$ cat src/rtl/smc_pkg.sv
// ============================================================================
//  Module   : smc_pkg
//  Brief    : Shared constants, mode encodings and FSM state type for smc_serial.
//  Revision : 1.0
// ============================================================================
`default_nettype none

package smc_pkg;

    localparam int NUM_TR = 6;
    localparam int CNT_W  = 3;
    localparam int N_W    = 7;
    localparam int OUT_W  = 10;

    localparam int   MODE_ID_BIT    = 0;
    localparam int   MODE_LARGE_BIT = 1;
    localparam logic MODE_ID        = 1'b1;
    localparam logic MODE_GM        = 1'b0;
    localparam logic MODE_LARGE     = 1'b1;
    localparam logic MODE_SMALL     = 1'b0;

    localparam logic [OUT_W-1:0] WEIGHT_A = 10'd3;
    localparam logic [OUT_W-1:0] WEIGHT_B = 10'd4;
    localparam logic [OUT_W-1:0] WEIGHT_C = 10'd5;

    typedef enum logic [1:0] {
        IDLE = 2'd0,
        LOAD = 2'd1,
        SUM  = 2'd2,
        OUT  = 2'd3
    } state_e;

endpackage

`default_nettype wire

$ cat src/rtl/smc_tr_calc.sv
// ============================================================================
//  Module   : smc_tr_calc
//  Brief    : Combinational per-transistor drain current / transconductance.
//  Revision : 1.0
// ============================================================================
`default_nettype none

module smc_tr_calc
    import smc_pkg::*;
(
    input  logic [2:0]     vgs_i,
    input  logic [2:0]     vds_i,
    input  logic [2:0]     w_i,
    input  logic           id_sel_i,
    output logic [N_W-1:0] n_o
);

    logic [2:0] vt;
    logic       cutoff;
    logic       triode;
    logic [9:0] vt10;
    logic [9:0] vds10;
    logic [9:0] w10;
    logic [9:0] id_core;
    logic [9:0] gm_core;
    logic [9:0] prod;

    always_comb begin
        vt      = vgs_i - 3'd1;
        cutoff  = (vgs_i <= 3'd1);
        triode  = (vt > vds_i);
        vt10    = {7'd0, vt};
        vds10   = {7'd0, vds_i};
        w10     = {7'd0, w_i};
        // Triode core stays non-negative because vt > vds in that region.
        id_core = triode ? (((vt10 * vds10) << 1) - (vds10 * vds10)) : (vt10 * vt10);
        gm_core = triode ? vds10 : vt10;
        prod    = id_sel_i ? (id_core * w10) : ((gm_core * w10) << 1);
        n_o     = cutoff ? '0 : N_W'(prod / 10'd3);
    end

endmodule

`default_nettype wire

$ cat src/rtl/smc_serial.sv
// ============================================================================
//  Module   : smc_serial
//  Brief    : Streamed SMC job: per-beat calc, sorted insertion, weighted sum.
//  Revision : 1.0
// ============================================================================
`default_nettype none

module smc_serial
    import smc_pkg::*;
(
    input  logic             clk,
    input  logic             rst,
    input  logic             in_valid,
    output logic             in_ready,
    input  logic [1:0]       mode,
    input  logic [2:0]       vgs,
    input  logic [2:0]       vds,
    input  logic [2:0]       w,
    output logic [OUT_W-1:0] out,
    output logic             out_valid
);

    state_e               state_q, state_d;
    logic [CNT_W-1:0]     cnt_q, cnt_d;
    logic [1:0]           mode_q, mode_d;
    logic [OUT_W-1:0]     out_q, out_d;
    logic [N_W-1:0]       list_q [NUM_TR];
    logic [N_W-1:0]       list_d [NUM_TR];
    logic [N_W-1:0]       ins    [NUM_TR];
    logic                 gt     [NUM_TR];
    logic [N_W-1:0]       n;
    logic                 id_sel;
    logic                 accept;
    logic [OUT_W-1:0]     wa, wb, wc;

    assign in_ready  = (state_q == IDLE) || (state_q == LOAD);
    assign out_valid = (state_q == OUT);
    assign out       = out_q;
    assign accept    = in_valid && in_ready;

    // The first beat is converted before mode is latched, so use the live bus.
    assign id_sel = (state_q == IDLE) ? mode[MODE_ID_BIT] : mode_q[MODE_ID_BIT];

    smc_tr_calc u_calc (
        .vgs_i    (vgs),
        .vds_i    (vds),
        .w_i      (w),
        .id_sel_i (id_sel),
        .n_o      (n)
    );

    // Descending list: n lands at the first slot it beats, lower entries shift down.
    always_comb begin
        for (int i = 0; i < NUM_TR; i++) begin
            gt[i] = (n > list_q[i]);
        end
        ins[0] = gt[0] ? n : list_q[0];
        for (int i = 1; i < NUM_TR; i++) begin
            if (!gt[i])          ins[i] = list_q[i];
            else if (gt[i-1])    ins[i] = list_q[i-1];
            else                 ins[i] = n;
        end
    end

    always_comb begin
        if (mode_q[MODE_LARGE_BIT] == MODE_LARGE) begin
            wa = {3'd0, list_q[0]};
            wb = {3'd0, list_q[1]};
            wc = {3'd0, list_q[2]};
        end else begin
            wa = {3'd0, list_q[3]};
            wb = {3'd0, list_q[4]};
            wc = {3'd0, list_q[5]};
        end
    end

    always_comb begin
        state_d = state_q;
        cnt_d   = cnt_q;
        mode_d  = mode_q;
        out_d   = out_q;
        list_d  = list_q;
        case (state_q)
            IDLE: begin
                if (accept) begin
                    mode_d  = mode;
                    list_d  = ins;
                    cnt_d   = CNT_W'(1);
                    state_d = LOAD;
                end
            end
            LOAD: begin
                if (accept) begin
                    list_d = ins;
                    cnt_d  = cnt_q + CNT_W'(1);
                    if (cnt_q == CNT_W'(NUM_TR - 1)) state_d = SUM;
                end
            end
            SUM: begin
                if (mode_q[MODE_ID_BIT] == MODE_ID)
                    out_d = WEIGHT_A * wa + WEIGHT_B * wb + WEIGHT_C * wc;
                else
                    out_d = wa + wb + wc;
                state_d = OUT;
            end
            OUT: begin
                cnt_d   = '0;
                for (int i = 0; i < NUM_TR; i++) list_d[i] = '0;
                state_d = IDLE;
            end
            default: state_d = IDLE;
        endcase
    end

    always_ff @(posedge clk) begin
        if (rst) begin
            state_q <= IDLE;
            cnt_q   <= '0;
            mode_q  <= '0;
            out_q   <= '0;
            for (int i = 0; i < NUM_TR; i++) list_q[i] <= '0;
        end else begin
            state_q <= state_d;
            cnt_q   <= cnt_d;
            mode_q  <= mode_d;
            out_q   <= out_d;
            for (int i = 0; i < NUM_TR; i++) list_q[i] <= list_d[i];
        end
    end

endmodule

`default_nettype wire
$ cat config.mk
export PLATFORM = sky130hd
export DESIGN_NAME = smc_serial
export DESIGN_NICKNAME = d
export VERILOG_FILES = /design/src/rtl/smc_pkg.sv /design/src/rtl/smc_tr_calc.sv /design/src/rtl/smc_serial.sv
export SDC_FILE = /design/constraint.sdc
export NUM_CORES = 1
export LEC_CHECK = 0
export CAP_MARGIN = 20
export CORE_ASPECT_RATIO = 1.1
export CORE_MARGIN = 8
export CORE_UTILIZATION = 67
export DETAILED_ROUTE_END_ITERATION = 12
export GPL_TIMING_DRIVEN = 0
export PLACE_DENSITY = 0.86
export REMOVE_ABC_BUFFERS = 1
export SKIP_LAST_GASP = 1
export SLEW_MARGIN = 40
export SYNTH_ARGS = -nofsm -noshare
export SYNTH_HDL_FRONTEND = slang
export SYNTH_SLANG_ARGS = --single-unit
$ cat constraint.sdc
create_clock -name clk -period 19.3 [get_ports clk]
set_clock_uncertainty 0.1 [all_clocks]
set_input_delay 1.93 -clock clk [delete_from_list [all_inputs] [get_ports clk]]
set_output_delay 1.93 -clock clk [all_outputs]
set_load 0.05 [all_outputs]
# Yosys cells after proc, flatten, opt, wreduce, memory -nomap -nowiden
# Index checks and enable logic that the tools add are counted.
# word_totals
out_inout_bits	12
latchBits	0
in_bits	14
register_bits	59
n_memories	0
mem_bits_ro	0
wordCells	91
ramBits	0
# classes
shifts	0
eq_ne	14
n_addsub	7
bitwise_logic	0
n_mux	29
reduce_logical	15
div	1
n_lt_le_gt_ge	8
multipliers	7
# op_table
op	n
2-to-1 mux 7 bit	15
case mux 42 bit (2 select lines)	1
greater-than comparator 7 bit	6
2-to-1 mux 42 bit	1
adder 10 bit	4
2-to-1 mux 10 bit	3
AND reduction 3 bit	8
multiplier 3 x 3 -> 6 bit	3
inequality test 2 x 1 -> 1 bit, second input constant	8
divider 10 x 2 -> 10 bit, second input constant	1
multiplier 10 x 3 -> 10 bit	1
multiplier 10 x 3 -> 9 bit	1
multiplier 2 x 10 -> 10 bit, first input constant	1
multiplier 3 x 10 -> 10 bit, first input constant	1
2-to-1 mux 3 bit	3
case mux 3 bit (3 select lines)	1
case mux 2 bit (4 select lines)	1
subtractor 7 x 6 -> 8 bit	1
2-to-1 mux 2 bit	3
equality test 2 bit, second input constant	2
inequality test 2 bit, second input constant	2
adder 3 x 1 -> 3 bit, second input constant	1
equality test 3 bit, second input constant	1
greater-than comparator 3 bit	1
11 further kinds	11

# Logic depth before layout (Yosys ltp)
# Gate-level depths: netlist of the first run.
# logic_depth
word_depth	13
depth_mapped	55
mapped_depth_nobuf	54

# Modules after synthesis
# From an unflattened synthesis of the first run, not the netlist that was laid out.
# unflattened
cells_unflattened	1000
area_unflattened_um2	8246.7
# modules_own_cells
mod	seq_area_each_um2	cells_per_inst	n_inst	area_per_inst_um2
smc_serial	1181.1	588	1	5312.6
smc_tr_calc	0.0	412	1	2934.1

# Worst setup path before layout of the first run
# Ideal clock, no wire load.
# synth_timing
path_kind	input-to-reg
start	input vgs[0]
end	register list_q[39] in the netlist's numbering
setup_slack_ns	7.819
arrival_ns	11.254
setup_ns	0.128
t_required_ns	19.072
path_stages	48
path_cell_list	inv_1 > ha_1 > inv_1 > ha_1 > inv_1 > fa_1 > inv_1 > ha_1 > fa_1 > ha_1 > ha_1 > xnor2_1 > a21oi_1 > nand2_1 > fa_1 > inv_1 > ha_1 > or2_4 > [12 not listed] > nor2_1 > and3_1 > a32o_1 > xnor2_1 > a22oi_2 > ha_1 > nor2b_1 > o21a_1 > o21ai_0 > nand2_1 > o21ai_2 > inv_1 > nand2_1 > a21o_1 > buf_1 > nor2_1 > a22oi_1 > nor2_1
# synth_via
elab_chain_cells	11
elab_cells_between_ends	19
cone_classes	add/sub (2); mul (4); div (1); order compare (3); eq/ne (1); mux (7); reduce/logical (1)
# synth_rtl
item	line	source
start: declaration	smc_serial.sv:16	input logic [2:0] vgs,
subtractor 3 x 1 -> 3 bit	smc_tr_calc.sv:29	vt = vgs_i - 3'd1;
multiplier 3 x 3 -> 6 bit	smc_tr_calc.sv:36	id_core = triode ? (((vt10 * vds10) << 1) - (vds10 * vds10)) : (vt10 * vt10);
subtractor 7 x 6 -> 8 bit	smc_tr_calc.sv:36	
2-to-1 mux 10 bit	smc_tr_calc.sv:36	
multiplier 10 x 3 -> 10 bit	smc_tr_calc.sv:38	prod = id_sel_i ? (id_core * w10) : ((gm_core * w10) << 1);
2-to-1 mux 10 bit	smc_tr_calc.sv:38	
divider 10 x 2 -> 10 bit	smc_tr_calc.sv:39	n_o = cutoff ? '0 : N_W'(prod / 10'd3);
2-to-1 mux 7 bit *	smc_tr_calc.sv:39	
greater-than comparator 7 bit or 2-to-1 mux 7 bit (tied branches)	smc_serial.sv:55, smc_serial.sv:57	
inequality test 2 x 1 -> 1 bit (no line) or 2-to-1 mux 42 bit (tied branches)	--	
AND reduction 3 bit (no line) or case mux 42 bit (2 select lines) (tied branches)	--	
end: declaration	smc_serial.sv:27	logic [N_W-1:0] list_q [NUM_TR];
# Every way passes the cells marked *; elsewhere a longest branch is shown, timed or not. The select of a mux whose other input is x is not followed.
# A chain may end at the register's enable or synchronous reset.

# Worst setup path after layout of the first run
# Same ends and word-level chain as after synthesis.

==> impl_metrics.tcl, run 1 <==
set metrics [dict create \
    ant_nets 0 \
    vias 7459 \
    cp.arrival_ns 13.64 \
    dp_hpwl_um 14900 \
    grt_pass1_vias 7303 \
    synth.cells.most_frequent "inv_1 (146), nand2_1 (119), ha_1 (115)" \
    drt-pass1-iter-count 5 \
    hold_violations 0 \
    clock_tree.root_cell "clkbuf_16" \
    grt_max_degree 51 \
    avgViaCountPerCell 6.06 \
    cts_hold_buf 0 \
    cts.sinks 59 \
    crit_top_cell "ha_1" \
    post-cts-setup-buffers 0 \
    worst_slew_pin_slew_ns 0.791 \
    maxCapViolCount 0 \
    syn_area_per_cell_um2 7.65 \
    cp-end-kind "register" \
    antenna_found_initial 0 \
    die-area_um2 16000 \
    htreeDepth 3 \
    max_slew_margin_pct 47.2 \
    finalSetupTns_ns 0 \
    ys_ff_latch 59 \
    hold_path.class "register to register" \
    cts_buffer_depth 2 \
    path_clk_slew_ns 0.06 \
    core-area_um2 12000 \
    wl_um 19800 \
    ys.flop_type "dfxtp_1" \
    syn_area_um2 8160 \
    slowest_delay_ns 0.62 \
    crit_buf_inv 6 \
    start_util_pct 68.1 \
    fillerInstances 898 \
    crit_family "adder cells" \
    yosys.area.top_type "ha_1" \
    drtIter0Drc 510 \
    rsz0062_at_grt "false" \
    seq_area_frac_synth_pct 14.5 \
    fp.dieW_um 121 \
    antennaDiodeCount 0 \
    min_period_ns 13.53 \
    drive_gt1_share_pct 7.15 \
    post_drt_wl_per_cell_um 16.1 \
    outcome "completed" \
    finalSetupViolations 0 \
    grt_pass1_wl_um 33800 \
    cpMaxStageDelayCell "clkdlybuf4s50_1" \
    crit_type "primary input to register" \
    overflow 0 \
    tritoncts "done" \
    startpoint_type "primary input" \
    synthDistinctLibCells 73 \
    ios 26 \
    ys_top_cells_by_area "ha_1 (18%), dfxtp_1 (14%), fa_1 (9.3%)" \
    rrSetupSlack_ns 11.33 \
    portBuffers 25 \
    synth_top_area_share_pct 17.6 \
    synth_edf_count 0 \
    grt.total_usage_pct 25.3 \
    cts_made_buffers 9 \
    critPathRequiredTime_ns 19.41 \
    drc_errors 0 \
    fin_nets 1239 \
    post_cts_resized 0 \
    worstPathMaxFanout 17 \
    clock_latency_ns 0.34 \
    num_rows 42 \
    synthArstFlopShare_pct 0 \
    gp_congestion 0.922 \
    finalCritPeriodShare_pct 70.1 \
    die_y_um 132 \
    fmax_mhz 73.9 \
    report.final.slew_viol_count 0 \
    area_growth_pct 9.14 \
    yosysWarnings 0 \
    yosysMostFrequentCell "inv_1" \
    synth_cells 1067 \
]
[metrics by stage]
stage	instances	setup slack [ns]	utilization, %	hold WS, ns	instance area, um2
finish	1231	5.77	74.3	0.348	8910
floorplan	1034	7.78	-	0.327	8030
global placement	1213	5.82	70.7	0.336	8470
CTS	1229	5.94	74.1	0.350	8870
global route	1231	4.68	74.3	0.366	8910
detailed placement	1213	5.63	70.9	0.343	8500
[layout make-up]
| cell class | count | area (um2) | share of cell area [%] |
|---|---|---|---|
| multi-input combinational | 829 | 6340 | 71.2 |
| sequential | 59 | 1180 | 13.3 |
| tap | 154 | 193 | 2.16 |
| clock buffer | 10 | 239 | 2.68 |
| timing repair buffer | 27 | 267 | 2.99 |
| clock inverter | 6 | 136 | 1.53 |
| inverter | 146 | 548 | 6.15 |
[worst register-to-register path, delay by kind of cell (launching register included)]
family	cells	cell delay, ns
compound gates	8	2.07
mux	5	2.05
simple gates	13	1.92
fa+ha+maj	3	0.93
flops	1	0.34
buf+inv	2	0.31
xor+xnor	1	0.14
[flip-flops by register name (all words and copies together), names as in the netlist]
signal   cells
state_q      2
mode_q       2
list_q      42
out         10
cnt_q        3
[per-layer routing]
layer / wire length (um) / GRT usage [%] / share of wire (%) / vias to the layer above
li1: - / - / - / 3696
met1: 8330 / 29.9 / 42 / 3502
met2: 9940 / 44.2 / 50 / 215
met3: 900 / 3.43 / 4.5 / 46
met4: 640 / 11.7 / 3.2 / 0
met5: 0 / 0 / 0 / -
[cell families (layout without fill, tap and decap cells)]
group,count (synthesis),after routing,synth area share (%)
xor+xnor,30,30,3.62
simple gates,342,342,19.6
buf+inv,179,189,8.37
flops,59,59,14.5
fa+ha+maj,153,153,27.0
mux,37,37,4.92
compound gates,267,267,22.1
[final timing paths]
| path | startpoint | endpoint | cells after the start |
|---|---|---|---|
| setup / recovery | vgs[0] | list_q[39] | 51 |
| hold / removal | list_q[2] | list_q[2] | 2 |
| setup reg to reg | state_q[0] | list_q[39] | 32 |
| hold reg to reg | list_q[2] | list_q[2] | 2 |
[placed cells by master (no fill, tap or decap), drive strengths merged, types with 6 or more instances in the layout]
master         netlist  final
inv                146    146
nand2              119    119
ha                 115    115
nor2               101    101
o21ai               72     72
a21oi               62     62
dfxtp               59     59
fa                  38     38
a22oi               27     27
nor2b               24     24
clkdlybuf4s50        0     24
mux2                22     22
xnor2               21     21
nor3                19     19
nand3               17     17
o21a                17     17
a211oi              17     17
mux2i               15     15
o31ai               14     14
a21o                12     12
or2                 11     11
clkbuf              26     10
and2                 9      9
nand4                9      9
xor2                 8      8
or3                  6      6
Power of run 1 is left out: the tool's default activity adds up to more than one toggle a clock period on the data nets, which glitch-free logic cannot reach.
==> run 2, diff against run 1 <==
- CORE_UTILIZATION: 67 -> 64
- PLACE_DENSITY: 0.86 -> 0.83
- clock period: 19.3 -> 12.6 ns (I/O delays scaled with it)
==> run 2 against run 1 <==
Compared with the run above: cell count rose by 1.3%; non-clock buffer count rose by 12; core utilization fell by 2.0 points; register-to-register slack got worse by 6.2 ns; global-route usage fell by 0.36 points; sequential cell count did not move; routed wire length rose by 3.9%; first-iteration DRC count fell by 0.59%; worst hold slack improved by 0.0050 ns; setup slack got worse by 5.1 ns; highest routed layer unchanged.
==> impl_metrics.tcl, run 2 (synthesized netlist as in run 1, its figures left out) <==
set metrics [dict create \
    outcome "completed" \
    tritoncts "done" \
    grt.total_usage_pct 25.0 \
    worstRegToRegCells 34 \
    cts.sinks 59 \
    slowest_delay_ns 0.55 \
    finalSetupViolations 0 \
    wl_um 20600 \
    r2r_start "state_q[1]" \
    ios 26 \
    min_from "list_q[9]" \
    drive_gt1_share_pct 8.99 \
    rrSetupSlack_ns 5.13 \
    worstPathMaxFanout 10 \
    hold_path.class "register to register" \
    report.final.slew_viol_count 0 \
    fillerInstances 977 \
    ant_nets 0 \
    portBuffers 25 \
    placed_cell_area_um2 8520 \
    cts_made_buffers 9 \
    hold_violations 0 \
    cp-end-kind "register" \
    max_slew_margin_pct 42.6 \
    overflow 0 \
    antennaDiodeCount 0 \
    fmax_mhz 84.0 \
    whs_path_depth 2 \
    cpMaxStageDelayCell "clkdlybuf4s50_1" \
    gp_congestion 0.916 \
    avgViaCountPerCell 6.16 \
    min_period_ns 11.90 \
    finalCritPeriodShare_pct 94.5 \
    crit_top_cell "ha_1" \
    drc_errors 0 \
    regMostFlops "list_q" \
    core-area_um2 12500 \
    layout_commonest_cell "inv_1" \
    startpoint_type "primary input" \
    grt_max_degree 51 \
    antenna_found_initial 0 \
    critPathRequiredTime_ns 12.76 \
    design_area_um2 9070 \
    cts_buffer_depth 2 \
    vias 7682 \
    hold_path_end "list_q[9]" \
    maxCapViolCount 0 \
    largest_reg_flops 42 \
    crit_type "primary input to register" \
    drtIter0Drc 507 \
    path_clk_slew_ns 0.06 \
    regToRegEndpoint "list_q[0]" \
    mostFrequentLayoutCells "inv_1 (146), nand2_1 (119), ha_1 (114)" \
    fp.dieW_um 124 \
    dp_hpwl_um 15300 \
    num_rows 43 \
    grt_pass1_vias 7247 \
    cp.arrival_ns 12.07 \
    clock_tree.root_cell "clkbuf_16" \
    drt-pass1-iter-count 6 \
    start_util_pct 65.1 \
    die_y_um 134 \
    grt_pass1_wl_um 33900 \
    fin_nets 1252 \
    worst_slew_pin_slew_ns 0.856 \
    clock_latency_ns 0.34 \
    htreeDepth 3 \
    area_growth_pct 11.1 \
    die-area_um2 16600 \
    post_drt_wl_per_cell_um 16.5 \
]
-- run 2: changes by cell type in the layout (fill, tap and decap cells not counted), moves of 3 or more --
cell / previous run / this run
buf_4: 2 / 13
nor3_1: 18 / 15
nor3_2: 1 / 4
o21ai_2: 5 / 1
o21ai_4: 0 / 5
-- run 2: worst max path at each step --
| stage | startpoint | endpoint | slack (ns) |
|---|---|---|---|
| floorplan | vgs[0] | list_q[0] | 1.75 |
| global placement | vgs[0] | list_q[39] | -0.25 |
| detailed placement | vgs[0] | list_q[14] | -0.44 |
| CTS | vgs[0] | list_q[14] | 0.27 |
| global route | vgs[1] | list_q[0] | -0.04 |
| finish | vgs[1] | list_q[0] | 0.70 |
-- run 2: cell type report --
type / instances / area, um2 / share of cell area, %
clock inverter: 7 / 100 / 1.10
inverter: 146 / 548 / 6.04
sequential: 59 / 1180 / 13.0
timing repair buffer: 39 / 380 / 4.20
tap: 157 / 196 / 2.17
multi-input combinational: 830 / 6430 / 71.0
clock buffer: 9 / 225 / 2.48
-- run 2: what timing repair did --
item,CTS,global route
setup endpoints to repair,15,42
hold buffers,0,0
cloned,0,1
setup buffers,3,9
resized for setup,0,15
pin swaps,1,4
-- run 2: metal layers --
| metal | track usage, % | vias to the layer above | share of wire (%) |
|---|---|---|---|
| met5 | 0 | - | 0 |
| met4 | 10.9 | 0 | 3.6 |
| met3 | 3.66 | 56 | 5.5 |
| met2 | 43.1 | 272 | 50 |
| met1 | 29.8 | 3632 | 41 |
| li1 | - | 3722 | - |
-- run 2: critical path, delay by kind of cell --
kind | cells | cell delay (ns)
xor+xnor | 4 | 0.74
buf+inv | 7 | 1.19
compound gates | 16 | 2.29
simple gates | 16 | 2.67
mux | 2 | 0.55
fa+ha+maj | 10 | 3.36
-- run 2: metrics by stage --
stage / utilization, % / hold slack [ns] / setup TNS (ns) / setup WS [ns] / cells
finish: 72.3 / 0.353 / 0 / 0.698 / 1247
global route: 72.3 / 0.358 / -0.0437 / -0.0432 / 1247
CTS: 70.9 / 0.353 / 0 / 0.269 / 1236
detailed placement: 68.0 / 0.345 / -12.00 / -0.437 / 1217
global placement: 67.6 / 0.337 / -5.70 / -0.253 / 1216
floorplan: - / 0.327 / 0 / 1.75 / 1034
Power of run 2 is left out for the same reason.
==> run 3, diff against run 2 <==
- GPL_ROUTABILITY_DRIVEN: unset -> 0
- clock period: 12.6 -> 13.1 ns (I/O delays scaled with it)
==> run 3 against run 2 <==
Compared with the run above: critical path depth down 1; core utilization is 0.77 points lower; global-route usage is 0.096 points lower; non-clock buffer count decreased by 6; routed wire length shrank 1.5%.
==> impl_metrics.tcl, run 3 (synthesized netlist as in run 1, its figures left out) <==
set metrics [dict create \
    regMostFlops "list_q" \
    die-area_um2 16600 \
    drtIter0Drc 508 \
    outcome "completed" \
    largest_reg_flops 42 \
    cp-end-kind "register" \
    grt_pass1_vias 7256 \
    path_clk_slew_ns 0.06 \
    ios 26 \
    design_area_um2 8970 \
    fmax_mhz 81.0 \
    cpMaxStageDelayCell "clkdlybuf4s50_1" \
    startpoint_type "primary input" \
    die_y_um 134 \
    vias 7596 \
    finalWorstSetupSlack_ns 0.752 \
    worstPathMaxFanout 11 \
    area_growth_pct 9.92 \
    ant_nets 0 \
    min_period_ns 12.35 \
    portBuffers 25 \
    slowest_delay_ns 0.62 \
    avgViaCountPerCell 6.13 \
    layout_commonest_cell "inv_1" \
    finalCritPeriodShare_pct 94.3 \
    fp.dieW_um 124 \
    multi_input_area_um2 6380 \
    core-area_um2 12500 \
    cts.sinks 59 \
    grt_pass1_wl_um 33700 \
    worstRegToRegCells 34 \
    clock_latency_ns 0.34 \
    drt-pass1-iter-count 6 \
    maxCapViolCount 0 \
    finalSetupViolations 0 \
    hold_ws_ns 0.355 \
    antennaDiodeCount 0 \
    dp_hpwl_um 15300 \
    endpoint "list_q[14]" \
    cts_made_buffers 9 \
    hold_path.class "register to register" \
    hold_violations 0 \
    finalSetupTns_ns 0 \
    wl_um 20300 \
    tritoncts "done" \
    drc_errors 0 \
    register_area_um2 1180 \
    mostFrequentLayoutCells "inv_1 (146), nand2_1 (119), ha_1 (114)" \
    grt.total_usage_pct 24.9 \
    r2r_start "state_q[1]" \
    cp.arrival_ns 12.47 \
    worst_slew_pin_slew_ns 0.832 \
    htreeDepth 3 \
    place_ws_ns 0.0129 \
    placed_cell_area_um2 8520 \
    critPathRequiredTime_ns 13.22 \
    fin_nets 1245 \
    post_drt_wl_per_cell_um 16.4 \
    rrSetupSlack_ns 5.65 \
    fillerInstances 1003 \
    grt_max_degree 51 \
    cts_hold_buf 0 \
    crit_top_cell "ha_1" \
    cts_buffer_depth 2 \
    max_slew_margin_pct 44.2 \
    regToRegEndpoint "list_q[14]" \
    cp-startpoint "vgs[0]" \
    drive_gt1_share_pct 7.94 \
    antenna_found_initial 0 \
    clock_tree.root_cell "clkbuf_16" \
    overflow 0 \
    whs_path_depth 2 \
    num_rows 43 \
    report.final.slew_viol_count 0 \
    crit_type "primary input to register" \
    start_util_pct 65.1 \
]
[run 3: critical path: cells and delay by family]
kind | cells | cell delay, ns
AOI/OAI and AO/OA | 15 | 2.89
xor gates and xnor gates | 4 | 0.80
and+or+nand+nor | 15 | 1.98
muxes | 2 | 0.51
buffers and inverters | 8 | 1.60
adders and majority gates | 10 | 3.37
[run 3: layout make-up]
cell class / instances / area share, %
Sequential cell: 59 / 13.2
Clock inverter: 7 / 1.12
Clock buffer: 9 / 2.51
Tap cell: 157 / 2.19
Inverter: 146 / 6.11
Multi-Input combinational cell: 829 / 71.2
Timing Repair Buffer: 33 / 3.71
[run 3: per-layer routing]
| metal | wire length, um | global-route usage [%] | up-vias | part of all wire [%] |
|---|---|---|---|---|
| li1 | - | - | 3709 | - |
| met1 | 8350 | 29.5 | 3567 | 41 |
| met2 | 10200 | 42.9 | 262 | 50 |
| met3 | 1030 | 3.40 | 58 | 5.1 |
| met4 | 705 | 11.9 | 0 | 3.5 |
| met5 | 0 | 0 | - | 0 |
[run 3: timing repair]
item,in CTS,in global routing
resized for setup,0,8
buffers inserted,0,6
endpoints found under the setup margin,0,42
[run 3: worst min-delay path by stage]
| stage | to | start | slack, ns |
|---|---|---|---|
| 3_3_place_gp | list_q[1] | list_q[1] | 0.34 |
| 6_report | list_q[9] | list_q[9] | 0.36 |
| 4_1_cts | list_q[9] | list_q[9] | 0.35 |
| 5_1_grt | list_q[9] | list_q[9] | 0.36 |
| 2_1_floorplan | list_q[16] | list_q[16] | 0.33 |
| 3_5_place_dp | list_q[9] | list_q[9] | 0.34 |
[run 3: metrics by stage]
stage	std cells	util, %
5_1_grt	1240	71.6
6_report	1240	71.6
4_1_cts	1233	70.6
3_5_place_dp	1217	68.0
3_3_place_gp	1216	67.6
2_1_floorplan	1034	-
Power of run 3 is left out for the same reason.
